==> src/rtl/branch_resolve_queue.sv <==
`default_nettype none
//==============================================================================
// Module      : branch_resolve_queue
// Description : Resolution end of the direction predictor. Holds each fetched
//               branch (table index, predicted direction, PC) in program order
//               and, when execute resolves the oldest branch, emits a 2-bit
//               counter training update and, on a mispredict, a flush pulse
//               with the fetch restart PC. A mispredict squashes every
//               younger entry.
// Revision    : 1.0 - initial release
//------------------------------------------------------------------------------
// Parameters  : DEPTH  in-flight entries (power of 2, >= 2)
//               IDX_W  history table index width
//               PC_W   PC / target width
// Ports       : clk, rst          clock, synchronous active-high reset
//               pred_valid/ready  fetch push handshake (ready = !full)
//               pred_idx/taken/pc predicted branch record
//               res_valid/taken   execute resolution of the oldest branch
//               res_target        actual taken target
//               upd_valid/idx/taken  registered training strobe
//               flush, redirect_pc   registered mispredict pulse / restart PC
//               count             entries held
//               err_underflow     sticky: resolution seen while empty
// Option      : BRQ_STATS_EN adds saturating counters stat_resolved and
//               stat_mispred (16 bits each).
//==============================================================================
module branch_resolve_queue #(
    parameter int DEPTH = 4,
    parameter int IDX_W = 8,
    parameter int PC_W  = 32
) (
    input  logic                       clk,
    input  logic                       rst,
    input  logic                       pred_valid,
    output logic                       pred_ready,
    input  logic [IDX_W-1:0]           pred_idx,
    input  logic                       pred_taken,
    input  logic [PC_W-1:0]            pred_pc,
    input  logic                       res_valid,
    input  logic                       res_taken,
    input  logic [PC_W-1:0]            res_target,
    output logic                       upd_valid,
    output logic [IDX_W-1:0]           upd_idx,
    output logic                       upd_taken,
    output logic                       flush,
    output logic [PC_W-1:0]            redirect_pc,
    output logic [$clog2(DEPTH):0]     count,
    output logic                       err_underflow
`ifdef BRQ_STATS_EN
    ,
    output logic [15:0]                stat_resolved,
    output logic [15:0]                stat_mispred
`endif
);

    localparam int c_ADDR_W = $clog2(DEPTH);
    localparam int c_PTR_W  = c_ADDR_W + 1;

    // Bit 0 drives upd_valid, bit 1 drives flush, so both strobes come
    // straight from flops.
    localparam logic [1:0] c_ST_IDLE         = 2'b00;
    localparam logic [1:0] c_ST_UPDATE       = 2'b01;
    localparam logic [1:0] c_ST_UPDATE_FLUSH = 2'b11;

    // Entry storage (no reset needed: only slots between the pointers are read)
    logic [IDX_W-1:0] mem_idx   [DEPTH];
    logic             mem_taken [DEPTH];
    logic [PC_W-1:0]  mem_pc    [DEPTH];

    logic [c_PTR_W-1:0] rd_ptr_q, rd_ptr_d;
    logic [c_PTR_W-1:0] wr_ptr_q, wr_ptr_d;
    logic [1:0]         state_q, state_d;
    logic [IDX_W-1:0]   upd_idx_q, upd_idx_d;
    logic               upd_taken_q, upd_taken_d;
    logic [PC_W-1:0]    redirect_pc_q, redirect_pc_d;
    logic               err_underflow_q, err_underflow_d;

    logic               w_empty;
    logic               w_full;
    logic               w_push;
    logic               w_pop;
    logic               w_mispredict;
    logic [IDX_W-1:0]   w_head_idx;
    logic               w_head_taken;
    logic [PC_W-1:0]    w_head_pc;

    // Equal index bits with differing wrap bits means the writer has lapped
    // the reader exactly once.
    assign w_empty = (wr_ptr_q == rd_ptr_q);
    assign w_full  = (wr_ptr_q[c_ADDR_W] != rd_ptr_q[c_ADDR_W]) &&
                     (wr_ptr_q[c_ADDR_W-1:0] == rd_ptr_q[c_ADDR_W-1:0]);

    assign w_head_idx   = mem_idx[rd_ptr_q[c_ADDR_W-1:0]];
    assign w_head_taken = mem_taken[rd_ptr_q[c_ADDR_W-1:0]];
    assign w_head_pc    = mem_pc[rd_ptr_q[c_ADDR_W-1:0]];

    assign pred_ready   = !w_full;
    assign w_push       = pred_valid && pred_ready;
    assign w_pop        = res_valid && !w_empty;
    assign w_mispredict = w_pop && (w_head_taken != res_taken);

    always_comb begin
        rd_ptr_d        = rd_ptr_q;
        wr_ptr_d        = wr_ptr_q;
        state_d         = c_ST_IDLE;
        upd_idx_d       = upd_idx_q;
        upd_taken_d     = upd_taken_q;
        redirect_pc_d   = redirect_pc_q;
        err_underflow_d = err_underflow_q || (res_valid && w_empty);

        // A mispredict empties the queue, which also drops any push offered
        // in the same cycle.
        if (w_mispredict) begin
            rd_ptr_d = '0;
            wr_ptr_d = '0;
        end else begin
            if (w_push) begin
                wr_ptr_d = wr_ptr_q + c_PTR_W'(1);
            end
            if (w_pop) begin
                rd_ptr_d = rd_ptr_q + c_PTR_W'(1);
            end
        end

        if (w_pop) begin
            upd_idx_d   = w_head_idx;
            upd_taken_d = res_taken;
            state_d     = w_mispredict ? c_ST_UPDATE_FLUSH : c_ST_UPDATE;
            if (w_mispredict) begin
                redirect_pc_d = res_taken ? res_target : (w_head_pc + PC_W'(4));
            end
        end
    end

    always_ff @(posedge clk) begin
        if (rst) begin
            rd_ptr_q        <= '0;
            wr_ptr_q        <= '0;
            state_q         <= c_ST_IDLE;
            upd_idx_q       <= '0;
            upd_taken_q     <= 1'b0;
            redirect_pc_q   <= '0;
            err_underflow_q <= 1'b0;
        end else begin
            rd_ptr_q        <= rd_ptr_d;
            wr_ptr_q        <= wr_ptr_d;
            state_q         <= state_d;
            upd_idx_q       <= upd_idx_d;
            upd_taken_q     <= upd_taken_d;
            redirect_pc_q   <= redirect_pc_d;
            err_underflow_q <= err_underflow_d;
        end
    end

    always_ff @(posedge clk) begin
        if (w_push) begin
            mem_idx[wr_ptr_q[c_ADDR_W-1:0]]   <= pred_idx;
            mem_taken[wr_ptr_q[c_ADDR_W-1:0]] <= pred_taken;
            mem_pc[wr_ptr_q[c_ADDR_W-1:0]]    <= pred_pc;
        end
    end

    assign upd_valid     = state_q[0];
    assign flush         = state_q[1];
    assign upd_idx       = upd_idx_q;
    assign upd_taken     = upd_taken_q;
    assign redirect_pc   = redirect_pc_q;
    assign count         = wr_ptr_q - rd_ptr_q;
    assign err_underflow = err_underflow_q;

`ifdef BRQ_STATS_EN
    logic [15:0] stat_resolved_q, stat_resolved_d;
    logic [15:0] stat_mispred_q, stat_mispred_d;

    always_comb begin
        stat_resolved_d = stat_resolved_q;
        stat_mispred_d  = stat_mispred_q;
        if (w_pop && (stat_resolved_q != 16'hFFFF)) begin
            stat_resolved_d = stat_resolved_q + 16'd1;
        end
        if (w_mispredict && (stat_mispred_q != 16'hFFFF)) begin
            stat_mispred_d = stat_mispred_q + 16'd1;
        end
    end

    always_ff @(posedge clk) begin
        if (rst) begin
            stat_resolved_q <= '0;
            stat_mispred_q  <= '0;
        end else begin
            stat_resolved_q <= stat_resolved_d;
            stat_mispred_q  <= stat_mispred_d;
        end
    end

    assign stat_resolved = stat_resolved_q;
    assign stat_mispred  = stat_mispred_q;
`endif

endmodule
`default_nettype wire

==> config.mk <==
export PLATFORM = sky130hd
export DESIGN_NAME = branch_resolve_queue
export DESIGN_NICKNAME = d
export VERILOG_FILES = /design/src/rtl/branch_resolve_queue.sv
export SDC_FILE = /design/constraint.sdc
export NUM_CORES = 1
export LEC_CHECK = 0
export BUFFER_PORTS_ARGS = -buffer_cell sky130_fd_sc_hd__buf_4
export CORE_MARGIN = 3
export CORE_UTILIZATION = 29
export CTS_CLUSTER_DIAMETER = 80
export DETAILED_ROUTE_END_ITERATION = 10
export PLACE_DENSITY_LB_ADDON = 0.2
export SLEW_MARGIN = 20
export SYNTH_ARGS = -nofsm -noshare
export SYNTH_HDL_FRONTEND = slang
export SYNTH_SLANG_ARGS = --single-unit
export TNS_END_PERCENT = 1
==> constraint.sdc <==
create_clock -name clk -period 2.65 [get_ports clk]
set_input_delay 0.3975 -clock clk [delete_from_list [all_inputs] [get_ports clk]]
set_output_delay 0.3975 -clock clk [all_outputs]
set_load 0.005 [all_outputs]
### Word level (Yosys, flattened, before mapping)

Memories as Yosys holds them, arrays and structs flattened. A register that Yosys moved wholly into a read port is not among the register bits.
Cells that the tools add are included.

* flip-flop bits (word level): 42
* bits in latches: 0
* RAM bits: 164
* memory bits (read-only): 0
* output and inout port bits: 48
* memories: 3

Memories
* mem_pc: depth 4, bits a word 32, read ports 1, clocked after memory_dff 1, wr ports 1, line 68 `logic [PC_W-1:0] mem_pc [DEPTH];`
* mem_idx: depth 4, bits a word 8, read ports 1, clocked after memory_dff 1, wr ports 1, line 66 `logic [IDX_W-1:0] mem_idx [DEPTH];`
* mem_taken: depth 4, bits a word 1, read ports 1, clocked after memory_dff 1, wr ports 1, line 67 `logic mem_taken [DEPTH];`

* add/subtract/negate cells: 4
* multiply operators: 0
* divide/modulo/power cells: 0
* $lt $le $gt $ge: 0
* equal/unequal tests: 4
* shift operators: 0
* multiplexer cells: 8
* bitwise gates (word level): 1
* reductions and logical operators: 11

Operators by type and width (number)
* $add 32x3->32 const B: 1
* $mux 32: 1
* $mux 2: 5
* $add 3x1->3 const B: 2
* $logic_and 1x1->1: 5
* $reduce_or 2->1: 2
* $eq 3x3->1: 1
* $sub 3x3->3: 1
* $eq 2x2->1: 1
* $logic_not 1->1: 2
* $mux 1: 2
* $ne 1x1->1: 2
* $reduce_and 2->1: 1
* $logic_or 1x1->1: 1
* $not 1->1: 1

### Depth between registers and ports, before layout

* word-level depth: 6
* gate-level depth with buffers: 10

### Worst setup path before layout

OpenSTA, ideal clock, no wires.

* path kind: reg2reg
* start point: register rd_ptr_q[1]
* end point: memory mem_idx[3][0], enable pin
* arrival time: 2.307 ns
* path slack: -0.061 ns
* cell stages (with the launch flop): 6
* clock period less this slack: 2.711 ns
* path through: dfxtp_1 -> clkbuf_1 -> inv_1 -> ha_1 -> nand3_1 -> and3_1

* cells in the longest elaborated chain, start to end: 6

RTL lines
* start: declaration: line 70 `logic [c_PTR_W-1:0] rd_ptr_q, rd_ptr_d;`
* start signal: assignment: line 145 `rd_ptr_q <= rd_ptr_d;`
* $eq 2x2->1: line 91 `(wr_ptr_q[c_ADDR_W-1:0] == rd_ptr_q[c_ADDR_W-1:0]);`
* $logic_and 1x1->1: line 90 `assign w_full = (wr_ptr_q[c_ADDR_W] != rd_ptr_q[c_ADDR_W]) &&`
* $logic_not 1->1: line 97 `assign pred_ready = !w_full;`
* named net pred_ready: line 35 `output logic pred_ready,`
* $logic_and 1x1->1: line 98 `assign w_push = pred_valid && pred_ready;`
* $mux 1: line 156 `if (w_push) begin`
* $mux 1 (not written as such): line 157 `mem_idx[wr_ptr_q[c_ADDR_W-1:0]] <= pred_idx;`
* end: declaration: line 66

The timed path passes the listed nets, and every way through them passes these cells.

==> impl_metrics.py <==
metrics = {
    "synth": {
        "synth-seq-cells": 216,
        "postSynth.asyncResetShare": 0,
        "yosys.area_share.simple": 0.0835,
        "synth_area_per_cell_um2": 16.6,
        "ys.flop_type": "edfxtp_1",
        "netlist_instances": 535,
        "synth_nets": 622,
        "synth-edff-count": 164,
        "synth-adder-area-share": 0.0135,
        "synth_mux_area_frac": 0.113,
        "synth_top_family_by_area": "multiplexers",
        "yosys_warnings": 0,
        "ys_seq_area_frac": 0.671,
        "synth_compound_area_frac": 0.0577,
        "yosysUniqueCellTypes": 54,
        "synth_area_mm2": 0.00890,
        "synth-xor-area-share": 0.0356,
    },
    "grt": {
        "antenna_found_initial": 2,
        "overflow": 0,
        "grt_pass1_vias": 5497,
        "track_usage": 0.131,
        "grt_pass1_wl_um": 33000,
        "grt_max_degree": 43,
    },
    "timing": {
        "rsz0062_at_grt": "false",
        "finalHoldViolCount": 0,
        "fmax_mhz": 414,
        "finalSetupViolCount": 0,
        "worst_slew_pin_slew_ns": 0.506,
        "slew_headroom": 0.659,
        "drv_slew": 0,
        "min_period_over_period": 0.912,
        "finClkSkew_ns": 0.0131,
        "setup_slack_ns": 0.233,
        "tns_ns": 0,
        "period_needed_ns": 2.42,
    },
    "routing": {
        "vias_per_cell": 4.74,
        "ant_nets": 0,
        "drcViolationCount": 0,
        "detail_route.first_pass.iterations": 5,
        "via_count": 5184,
        "wirelength_um": 21900,
        "drt_iter0_drc": 358,
        "wl_per_cell_um": 20.0,
    },
    "cells_and_area": {
        "area_growth_pct": 25.9,
        "drive_gt1_frac": 0.347,
        "fillers": 2817,
        "fin_nets": 772,
    },
    "worst_setup_path": {
        "path_max_fanout": 9,
        "cp.arrival_ns": 2.81,
        "r2r_setup_slack_ns": 0.23,
        "cp-end-kind": "flip-flop",
        "rr_endpoint": "redirect_pc[21]$_SDFFE_PP0P_",
        "start_kind": "flip-flop",
        "path_class": "flip-flop to flip-flop",
        "rr_worst_depth": 8,
        "required_ns": 3.04,
    },
    "cts": {
        "clkTransAtPathRegs_ns": 0.06,
        "cts_buffer_depth": 3,
        "cts_tree": "built",
        "clock-sinks": 216,
        "clock_latency_ns": 0.51,
        "post_cts_resized": 0,
        "hold_buffers": 0,
        "htreeDepth": 1,
        "cts_buffers": 25,
        "clock-root-buffer": "clkbuf_16",
        "cts_setup_buffers": 0,
    },
    "place": {
        "hpwl_um": 15100,
        "io_buffers": 125,
        "place_congestion": 0.730,
        "post-place-ws_ns": 0.198,
    },
    "min_path": {
        "whs_endpoint": "mem_pc[3][5]$_DFFE_PP_",
        "hp-class": "input pin to flip-flop",
        "whs_path_depth": 1,
        "hp-start": "pred_pc[5]",
    },
    "power_and_ir_drop": {
        "vdd_drop_max_uv": 534,
        "p_leak_nw": 3.94,
        "power_density_mw_per_mm2": 884,
    },
    "die": {
        "ios": 126,
        "die_x_um": 181,
        "rows": 63,
        "initial_core_util": 0.297,
        "fp.coreArea_mm2": 0.0300,
        "dieArea_mm2": 0.0328,
        "die_y_um": 181,
    },
    "run": {
        "cap_violations": 0,
    },
    "outcome": {
        "outcome": "finished, final reports clean",
    },
}
[critical path, stage by stage, from the launching register on]
cell	delay [ns]
dfxtp_2	0.39
buf_12	0.17
buf_4	0.15
mux4_2	0.40
nand3_4	0.15
nor4_4	0.43
nand2_1	0.13
xnor2_1	0.22
o31a_1	0.26
[synth_stat cells (all sizes together), types with 7 or more instances]
cell    number  area share
nand3       13       0.013
nand2       47       0.020
edfxtp     164        0.55
nand4       11       0.011
nor2        24       0.013
and3         7      0.0051
a21oi       13      0.0073
ha           8       0.011
a22oi       16       0.014
xnor2        9       0.011
o21ai       38       0.022
buf         11       0.013
inv          8      0.0034
xor2        25       0.025
mux4        41        0.11
clkbuf      12      0.0084
dfxtp       52        0.12
[worst max path at each step]
| stage | start | endpoint | slack (ns) | cells after the start |
|---|---|---|---|---|
| after floorplan | rd_ptr_q[1]$_SDFFE_PP0P_ | mem_idx[1][0]$_DFFE_PP_ | -0.03 | 5 |
| after global placement | flip-flop | redirect_pc[21]$_SDFFE_PP0P_ | 0.20 | 8 |
| after detailed placement | flip-flop | redirect_pc[21]$_SDFFE_PP0P_ | 0.20 | 8 |
| after CTS | flip-flop | redirect_pc[21]$_SDFFE_PP0P_ | 0.19 | 8 |
| after global routing | flip-flop | redirect_pc[26]$_SDFFE_PP0P_ | 0.13 | 8 |
| final | flip-flop | redirect_pc[21]$_SDFFE_PP0P_ | 0.23 | 8 |
[logic make-up (layout without fill, tap and decap cells)]
| kind of cell | Yosys count | count (layout) |
|---|---|---|
| adders and majority gates | 9 | 9 |
| DFF | 216 | 216 |
| buffers and inverters | 32 | 200 |
| xor gates and xnor gates | 34 | 34 |
| muxes | 44 | 44 |
| and+or+nand+nor | 118 | 118 |
| other | 0 | 1 |
| AOI/OAI and AO/OA | 82 | 82 |
[layer usage]
layer	GRT usage	share of wire
met1	0.164	0.42
met2	0.227	0.50
met3	0.0308	0.059
met4	0.0360	0.022
met5	0	0.00091
[power breakdown]
| group | internal, mW | leakage (nW) | switching (mW) |
|---|---|---|---|
| clock network | 2.04 | 0.401 | 1.29 |
| registers | 4.01 | 1.93 | 0.152 |
| logic | 1.12 | 1.60 | 1.29 |
[state kept, by name, indices dropped and copies added (netlist names), named ones only]
signal and count:
state_q 2, err_underflow 1, mem_pc 128, wr_ptr_q 3, upd_taken 1, redirect_pc 32, upd_idx 8, mem_idx 32
mem_taken 4, rd_ptr_q 3
[per-stage QoR]
stage                     hold WS (ns)  area (µm²)  instances   util  power, mW
after global placement           0.439       10400       1048  0.347       6.65
final                           0.0904       11200       1094  0.374       9.89
after detailed placement         0.452       10400       1048  0.347       6.69
after floorplan                  0.443        8900        535      -       5.78
after CTS                       0.0665       11200       1093  0.374       10.1
after global routing            0.0684       11200       1094  0.374       10.4
[final cells by class]
class	instances	area [µm²]	area share
Sequential cell	216	5970	0.533
Multi-Input combinational cell	287	2700	0.241
Timing Repair Buffer	147	1190	0.106
Clock buffer	33	696	0.0621
Tap cell	390	488	0.0436
Clock inverter	12	120	0.0107
Inverter	8	30.0	0.00268
Antenna cell	1	2.50	0.000223
[placed cells by master, fill, tap and decap left out, types with 3 or more instances in the layout]
cell type  Yosys  layout
and3_2         1       5
o21ai_1       22      22
a22oi_1       15      15
clkinv_2       0       6
xor2_1        25      25
buf_12         1       7
buf_4          1     140
o21ai_0       15      15
inv_1          8       8
a21oi_1       13      13
a32oi_1        3       3
clkbuf_16      0      25
nand3_4        3       3
nor4_4         4       4
dfxtp_1       52      51
nand2_1       45      45
edfxtp_1     164     164
nand3_1        8       8
mux4_1        14      14
and2_1         3       3
a22o_1         3       3
xnor2_1        8       8
ha_1           8       8
nor2_1        22      22
nand4_1        9       9
mux4_2        27      27
clkbuf_8       3       4
mux2i_1        3       3
clkbuf_1       9       4
Power figures use the tool's default switching activity.
